===== config.mk =====
export PLATFORM = sky130hd
export DESIGN_NAME = sum_accum
export DESIGN_NICKNAME = d
export VERILOG_FILES = /design/src/rtl/sum_accum.sv
export SDC_FILE = /design/constraint.sdc
export NUM_CORES = 1
export LEC_CHECK = 0
export ABC_AREA = 1
export CAP_MARGIN = 20
export CORE_UTILIZATION = 35
export DETAILED_ROUTE_END_ITERATION = 6
export HOLD_SLACK_MARGIN = 0.05
export PLACE_DENSITY_LB_ADDON = 0.12
export SLEW_MARGIN = 20
export SYNTH_ARGS = -nofsm -noshare
export SYNTH_HDL_FRONTEND = slang
export SYNTH_SLANG_ARGS = --single-unit

===== constraint.sdc =====
create_clock -name clock -period 2.2 [get_ports clock]
set_clock_uncertainty 0.2 [all_clocks]
set_input_delay 0.44 -clock clock [delete_from_list [all_inputs] [get_ports clock]]
set_output_delay 0.44 -clock clock [all_outputs]
set_load 0.02 [all_outputs]

===== src/rtl/sum_accum.sv =====
// sum_accum: accumulates a programmed number of 5-bit sums from an upstream
// adder, then holds the total (with a sticky overflow flag) until the
// consumer takes it.
module sum_accum #(
    parameter int ACC_W = 10,
    parameter int CNT_W = 4
) (
    input  logic             clock,
    input  logic             reset_n,
    input  logic             start,
    input  logic [CNT_W-1:0] num_samples,
    input  logic [4:0]       sum_in,
    input  logic             in_valid,
    output logic             in_ready,
    output logic [ACC_W-1:0] acc_out,
    output logic             out_valid,
    input  logic             out_ready,
    output logic             busy,
    output logic             overflow
);

    typedef enum logic [1:0] {
        IDLE  = 2'd0,
        ACCUM = 2'd1,
        HOLD  = 2'd2
    } state_t;

    state_t           state_reg;
    logic [ACC_W-1:0] acc_reg;
    logic [CNT_W-1:0] count_reg;
    logic [CNT_W-1:0] target_reg;
    logic             overflow_reg;
    logic             out_valid_reg;
    logic             busy_reg;

    // One extra bit on the sum exposes the carry out of the accumulator MSB.
    logic [ACC_W:0]   acc_next;
    logic [CNT_W-1:0] count_next;

    assign acc_next   = {1'b0, acc_reg} + {{(ACC_W-4){1'b0}}, sum_in};
    assign count_next = count_reg + {{(CNT_W-1){1'b0}}, 1'b1};

    // in_ready is decoded straight from the state so upstream sees it in the
    // same cycle the FSM enters ACCUM.
    assign in_ready  = (state_reg == ACCUM);
    assign acc_out   = acc_reg;
    assign out_valid = out_valid_reg;
    assign busy      = busy_reg;
    assign overflow  = overflow_reg;

    // Run control FSM: datapath and registered status outputs update together.
    always_ff @(posedge clock) begin
        if (!reset_n) begin
            state_reg     <= IDLE;
            acc_reg       <= '0;
            count_reg     <= '0;
            target_reg    <= '0;
            overflow_reg  <= 1'b0;
            out_valid_reg <= 1'b0;
            busy_reg      <= 1'b0;
        end else begin
            case (state_reg)
                IDLE: begin
                    if (start) begin
                        target_reg   <= num_samples;
                        acc_reg      <= '0;
                        count_reg    <= '0;
                        overflow_reg <= 1'b0;
                        busy_reg     <= 1'b1;
                        // An empty run goes straight to presenting a zero total.
                        if (num_samples == '0) begin
                            state_reg     <= HOLD;
                            out_valid_reg <= 1'b1;
                        end else begin
                            state_reg <= ACCUM;
                        end
                    end
                end
                ACCUM: begin
                    if (in_valid) begin
                        acc_reg   <= acc_next[ACC_W-1:0];
                        count_reg <= count_next;
                        if (acc_next[ACC_W]) begin
                            overflow_reg <= 1'b1;
                        end
                        if (count_next == target_reg) begin
                            state_reg     <= HOLD;
                            out_valid_reg <= 1'b1;
                        end
                    end
                end
                HOLD: begin
                    if (out_ready) begin
                        state_reg     <= IDLE;
                        out_valid_reg <= 1'b0;
                        busy_reg      <= 1'b0;
                    end
                end
                default: begin
                    state_reg     <= IDLE;
                    out_valid_reg <= 1'b0;
                    busy_reg      <= 1'b0;
                end
            endcase
        end
    end

endmodule


==> flow_metrics.tcl, run 1 <==
set metrics [dict create \
    run_status "completed" \
    comb_power_share_pct 51.7 \
    timing_hold_violations_final 0 \
    worstHoldPathType "flop to flop" \
    syn_avg_cell_area_um2 7.13 \
    synth.cell_area_um2 1330 \
    placement.io_buffers 27 \
    cts_inserted_buffers 3 \
    regArea_um2 460 \
    clock_sink_count 23 \
    power_report.internal_total_mw 1.02 \
    gp_routability_congestion 0.820 \
    tns_ns 0 \
    route.final.wire_length_um 3220 \
    worst-endpoint-arrival_ns 2.01 \
    die_height_um 63.6 \
    timing.fmax_ghz 0.488 \
    clock_tree.root_cell "sky130_fd_sc_hd__clkbuf_8" \
    post_dr_wirelength_cell_um 11.7 \
    synthesis_warning_total 0 \
    worst_vdd_drop_v 0.000577 \
    drt-initial-drc-count 70 \
    post_synth_inst_count 186 \
    first_pass_iters 4 \
    grt_overflow_total 0 \
    cts_max_path_buffers 2 \
    clkTransAtPathRegs_ns 0.08 \
    synth_sequential_area_ratio_pct 34.7 \
    synth.top_cell.area_share_pct 34.7 \
    final_area_um2 1810 \
    holdWs_ns 0.258 \
    cts_tree "done" \
    synth_simple_gate_area_share_pct 34.2 \
    core.rowCount 21 \
    rsz0062_at_grt "false" \
    setup_viol 0 \
    post_synth_main_area_contributors "sky130_fd_sc_hd__dfxtp_1, sky130_fd_sc_hd__nand2_1, sky130_fd_sc_hd__inv_1" \
    min_period_ns 2.05 \
    clock_insertion_delay_worst_skew_ns 0.27 \
    cts_hold_buf 0 \
    crit_path_max_fanout 2 \
    critical_path_class "primary input to flop" \
    dp.final_hpwl_um 2490 \
    grt_first_pass_wirelength_um 5520 \
    final.setup.worst_slack_ns 0.152 \
    static-leakage-power_nw 0.842 \
    initial_antenna_violation_count 0 \
    synth_fp_nets 207 \
    final_cells 274 \
    synth_edf_count 0 \
    clock_tree.htree_level_count 1 \
    synth-compound-area-share_pct 14.1 \
    final-max-slew-violation-count 0 \
    switching_share_pct 43.4 \
    grt_start_max_net_pins 14 \
    place_area_um2 1710 \
    max_cap_violations 0 \
    detail_route.vias_per_cell 4.84 \
    dieArea_um2 4040 \
    synthDistinctLibCells 24 \
    grt_pass1_vias 1274 \
    drc 0 \
    layout.cells.most_common "sky130_fd_sc_hd__nand2_1" \
    final_nets 250 \
    met3WireLength_um 92 \
    drt.antenna.violating_nets 0 \
    die-width_um 63.6 \
    power.sequential.fraction_pct 33.2 \
    antenna_diode_count 0 \
    drt-met1-wl_um 1630 \
    top_layer_used "met3" \
    final_util_pct 52.2 \
    synth_flop_cell "sky130_fd_sc_hd__dfxtp_1" \
    power_switching_mw 0.779 \
    arithmetic_cell_share_of_the_synthesized_area_counting_full_adders_half_adders_and_majority_gates_pct 7.17 \
    p_per_area_nw_per_um2 991 \
    initial_utilization_pct 38.2 \
    num_vias 1325 \
    synth_xor_area_share_pct 0.660 \
    synthToLayoutAreaGrowth_pct 36.5 \
    power.clock.fraction_pct 15.1 \
    critPathCaptureType "flop" \
    ys_seq_elements 23 \
    most-common-layout-cells "sky130_fd_sc_hd__nand2_1, sky130_fd_sc_hd__clkdlybuf4s50_1, sky130_fd_sc_hd__inv_1, sky130_fd_sc_hd__dfxtp_1, sky130_fd_sc_hd__nor2_1" \
    largest_register_ff_count 10 \
    total_power_mw 1.79 \
    slew_headroom_pct 79.2 \
    post_route_cells_drive_above_1_share_pct 17.1 \
    startpoint_type "primary input" \
    fill_cells 372 \
    met2RoutedLength_um 1490 \
    dp_slack_ns -0.410 \
    yosysTopAreaCell "sky130_fd_sc_hd__dfxtp_1" \
    finalCritPeriodShare_pct 93.1 \
    globalRouteTotalUtil_pct 17.1 \
    multiInputGateArea_um2 767 \
    synth_top_family_by_area "simple AND/OR/NAND/NOR gates" \
    required_ns 2.16 \
    fp.coreArea_um2 3470 \
    asyncSetResetFlopFracSynth_pct 0 \
    post_synthesis_mux_area_share_pct 0 \
    ioPinCount 28 \
    dp.cells 266 \
    worst_pin_slew_ns 0.309 \
]
-- synthesized netlist by cell type (2+ instances only) --
cell                      count
sky130_fd_sc_hd__nand2_1     36
sky130_fd_sc_hd__inv_1       25
sky130_fd_sc_hd__dfxtp_1     23
sky130_fd_sc_hd__nor2_1      22
sky130_fd_sc_hd__a21oi_1     17
sky130_fd_sc_hd__nand3_1     15
sky130_fd_sc_hd__o21ai_0     15
sky130_fd_sc_hd__ha_1         6
sky130_fd_sc_hd__nand4_1      5
sky130_fd_sc_hd__inv_2        4
sky130_fd_sc_hd__nor2_8       3
sky130_fd_sc_hd__nand2_4      2
sky130_fd_sc_hd__or2_2        2
-- area by class of cell --
class | count | share of cell area [%]
clock buffers | 3 | 2.28
flip-flops and latches | 23 | 25.4
inverters | 30 | 6.50
well taps | 46 | 3.18
clock inverters | 1 | 0.276
multi-input cells | 132 | 42.4
repair buffers | 39 | 20.0
-- power groups by stage --
| stage | combinational (mW) | clock, mW | sequential, mW |
|---|---|---|---|
| after floorplan | 0.553 | 0 | 0.634 |
| after global placement | 0.873 | 0 | 0.600 |
| after detailed placement | 0.883 | 0 | 0.603 |
| after CTS | 0.914 | 0.276 | 0.595 |
| after global routing | 1.04 | 0.292 | 0.612 |
| final | 0.927 | 0.271 | 0.596 |
-- path summary, 6_finish.rpt --
kind / end / slack [ns] / start / depth (start not counted)
hold reg to reg: overflow / 0.26 / overflow / 2
setup / recovery: acc_out[8] / 0.15 / sum_in[1] / 12
setup reg to reg: acc_out[8] / 0.18 / acc_out[0] / 12
hold / removal: overflow / 0.26 / overflow / 2
-- repair_timing --
item                       CTS  global route
gates resized for setup      7             4
pin swaps                    3             3
buffers inserted             3             1
setup endpoints to repair    4             4
-- worst max-delay path, cell delays in order --
cell and delay (ns):
sky130_fd_sc_hd__clkdlybuf4s50_1 0.48, sky130_fd_sc_hd__inv_1 0.06, sky130_fd_sc_hd__fa_2 0.33, sky130_fd_sc_hd__inv_2 0.07, sky130_fd_sc_hd__nand3_2 0.07, sky130_fd_sc_hd__nand2_2 0.08, sky130_fd_sc_hd__nand2_2 0.06, sky130_fd_sc_hd__nand2_2 0.07
sky130_fd_sc_hd__nand2_4 0.06, sky130_fd_sc_hd__nor2_4 0.08, sky130_fd_sc_hd__xor2_1 0.14, sky130_fd_sc_hd__nor2_1 0.06
-- per-layer routing --
metal	global-route usage (%)	vias up
li1	-	688
met1	24.1	610
met2	26.5	27
met3	3.08	0
met4	4.26	0
met5	0	-
-- cells by family after synthesis --
group                    after synthesis
AND/OR/NAND/NOR                       89
AO/OA/AOI/OAI                         35
buffers and inverters                 31
flip-flops                            23
adder cells (fa/ha/maj)                7
XOR/XNOR                               1
(Power assumes the default switching activity.)
==> run 2: changes to the inputs <==
--- a/config.mk
+++ b/config.mk
@@ -11,2 +11,3 @@
 export DETAILED_ROUTE_END_ITERATION = 6
+export DONT_BUFFER_PORTS = 1
 export HOLD_SLACK_MARGIN = 0.05
--- a/constraint.sdc
+++ b/constraint.sdc
@@ -4,2 +4,2 @@
 set_output_delay 0.44 -clock clock [all_outputs]
-set_load 0.02 [all_outputs]
+set_load 0.05 [all_outputs]
==> run 2 against run 1 <==
Count of clock-buffer cells in the layout rose by 1. Largest power group unchanged. Setup slack improved by 0.073 ns. Non-clock buffer count fell by 30. Critical endpoint unchanged.
==> flow_metrics.tcl, run 2 (synthesis results as in run 1) <==
set metrics [dict create \
    cp_top_family "simple AND/OR/NAND/NOR gates" \
    drt-initial-drc-count 73 \
    postCtsSetupBuffers 0 \
    worst-r2r-cell-count 12 \
    timing.rr.end "acc_out[8]" \
    route.final.wire_length_um 2880 \
    core.rowCount 21 \
    finalCritPeriodShare_pct 89.8 \
    final.setup.worst_slack_ns 0.225 \
    run_status "completed" \
    holdWs_ns 0.0979 \
    worst_pin_slew_ns 0.568 \
    timing.rr.start "acc_out[0]" \
    clock_insertion_delay_worst_skew_ns 0.26 \
    placement.io_buffers 0 \
    final-max-slew-violation-count 0 \
    worstHoldStart "reset_n" \
    cp_cell_sequence "ha_1 > inv_1 > fa_1 > inv_1 > nand3_1 > nand2_1 > nand2_1 > nand2_1 > nand2_4 > nor2_2 > xor2_1 > nor2_1" \
    worst_vdd_drop_v 0.000554 \
    dieArea_um2 4040 \
    timing.fmax_ghz 0.506 \
    clock_tree.htree_level_count 1 \
    tns_ns 0 \
    antenna_diode_count 0 \
    num_vias 1203 \
    global_route.usage.met1_pct 23.5 \
    min_period_ns 1.98 \
    dp_slack_ns 0.0975 \
    crit_path_max_fanout 3 \
    rrSetupSlack_ns 0.22 \
    dp.final_hpwl_um 2260 \
    worst-endpoint-arrival_ns 1.94 \
    largest_register_ff_count 10 \
    critPathCaptureType "flop" \
    layout.cells.most_common "sky130_fd_sc_hd__nand2_1" \
    met2_demand_to_capacity_share_in_global_routing_pct 23.9 \
    grt_first_pass_wirelength_um 5240 \
    initial_antenna_violation_count 0 \
    layer_carrying_the_most_global_route_usage "met2" \
    critical_path_class "flop to flop" \
    drt.antenna.violating_nets 0 \
    synthToLayoutAreaGrowth_pct 12.6 \
    max_cap_violations 0 \
    die_height_um 63.6 \
    clock_tree.root_cell "sky130_fd_sc_hd__clkbuf_8" \
    grt_start_max_net_pins 13 \
    setup_viol 0 \
    groute.layer.met3.usage_pct 3.26 \
    first_pass_iters 4 \
    required_ns 2.16 \
    static-leakage-power_nw 0.718 \
    initial_utilization_pct 38.2 \
    clock_sink_count 23 \
    cts_tree "done" \
    slew_headroom_pct 62.1 \
    die-width_um 63.6 \
    cp_slowest_stage_delay_ns 0.36 \
    post_cts_resize_count 0 \
    crit_path_top_delay_cell "sky130_fd_sc_hd__fa_1" \
    startpoint "acc_out[0]" \
    fp.coreArea_um2 3470 \
    gp_routability_congestion 0.835 \
    hold-path-cell-count 2 \
    clkTransAtPathRegs_ns 0.08 \
    worstHoldPathType "primary input to flop" \
    grt_pass1_vias 1160 \
    most-common-layout-cells "sky130_fd_sc_hd__nand2_1, sky130_fd_sc_hd__inv_1, sky130_fd_sc_hd__nor2_1, sky130_fd_sc_hd__dfxtp_1, sky130_fd_sc_hd__a21oi_1" \
    post_route_cells_drive_above_1_share_pct 14.1 \
    grt_overflow_total 0 \
    timing_hold_violations_final 0 \
    post_dr_wirelength_cell_um 11.8 \
    cts_inserted_buffers 3 \
    rsz0062_at_grt "false" \
    cts_hold_buf 0 \
    ioPinCount 28 \
    drc 0 \
    crit_path_frequent_cell "sky130_fd_sc_hd__nand2_1" \
    timing.critical_path.buf_inv 2 \
    p_per_area_nw_per_um2 1160 \
    final_nets 220 \
    globalRouteTotalUtil_pct 16.3 \
    startpoint_type "flop" \
    cts_max_path_buffers 2 \
    detail_route.vias_per_cell 4.93 \
    hold-path-endpoint "state_reg[0]" \
]
-- run 2: changes by cell type in the layout (fill, tap and decap cells not counted), sizes merged --
| cell | change |
|---|---|
| buf | -3 |
| clkbuf | +1 |
| clkdlybuf4s50 | -25 |
| clkinv | -1 |
| dlygate4sd2 | -1 |
| dlymetal6s2s | -1 |
-- run 2: metrics by stage --
| stage | util [%] | instances | total power, mW | instance area, µm² |
|---|---|---|---|---|
| after global placement | 41.8 | 240 | 1.47 | 1450 |
| final | 43.1 | 244 | 1.73 | 1490 |
| after floorplan | - | 186 | 1.30 | 1330 |
| after detailed placement | 41.8 | 240 | 1.48 | 1450 |
| after global routing | 43.1 | 244 | 1.89 | 1490 |
| after CTS | 43.1 | 244 | 1.75 | 1490 |
-- run 2: metal layers --
layer / vias up / part of all wire (%) / routed length (µm)
met4: 0 / 1.2 / 34
met3: 4 / 4.2 / 121
met2: 16 / 44 / 1260
li1: 635 / - / -
met1: 548 / 51 / 1460
met5: - / 0 / 0
-- run 2: worst register-to-register path: stages, from the launching register on --
cell	delay, ns
sky130_fd_sc_hd__dfxtp_2	0.34
sky130_fd_sc_hd__ha_1	0.16
sky130_fd_sc_hd__inv_1	0.06
sky130_fd_sc_hd__fa_1	0.36
sky130_fd_sc_hd__inv_1	0.10
sky130_fd_sc_hd__nand3_1	0.09
sky130_fd_sc_hd__nand2_1	0.08
sky130_fd_sc_hd__nand2_1	0.06
sky130_fd_sc_hd__nand2_1	0.10
sky130_fd_sc_hd__nand2_4	0.06
sky130_fd_sc_hd__nor2_2	0.08
sky130_fd_sc_hd__xor2_1	0.14
sky130_fd_sc_hd__nor2_1	0.05
-- run 2: worst max path at each step --
stage               cells past startpoint          to  slack [ns]
detailed placement                     12  acc_out[8]         0.1
CTS                                    12  acc_out[8]        0.22
global route                           12  acc_out[6]        0.06
finish                                 12  acc_out[8]        0.22
floorplan                              11  acc_out[8]        0.03
global placement                       12  acc_out[8]        0.14
-- run 2: final cells by class --
class | count | area [µm²]
clock buffer | 4 | 45.0
fill | 384 | 1970
inverter | 30 | 118
multi-input combinational | 132 | 744
sequential | 23 | 462
tap | 46 | 57.6
timing repair buffer | 9 | 67.6
-- run 2: power by group --
group | internal [mW] | switching, mW
Combinational | 0.262 | 0.580
Sequential | 0.514 | 0.108
Clock | 0.129 | 0.138
==> run 3: changes to the inputs <==
Settings changed: ABC_CLOCK_PERIOD_IN_PS set to 2200.
==> results of run 3 <==
Same layout as run 2: the final DEF is identical, and so are final timing and power.
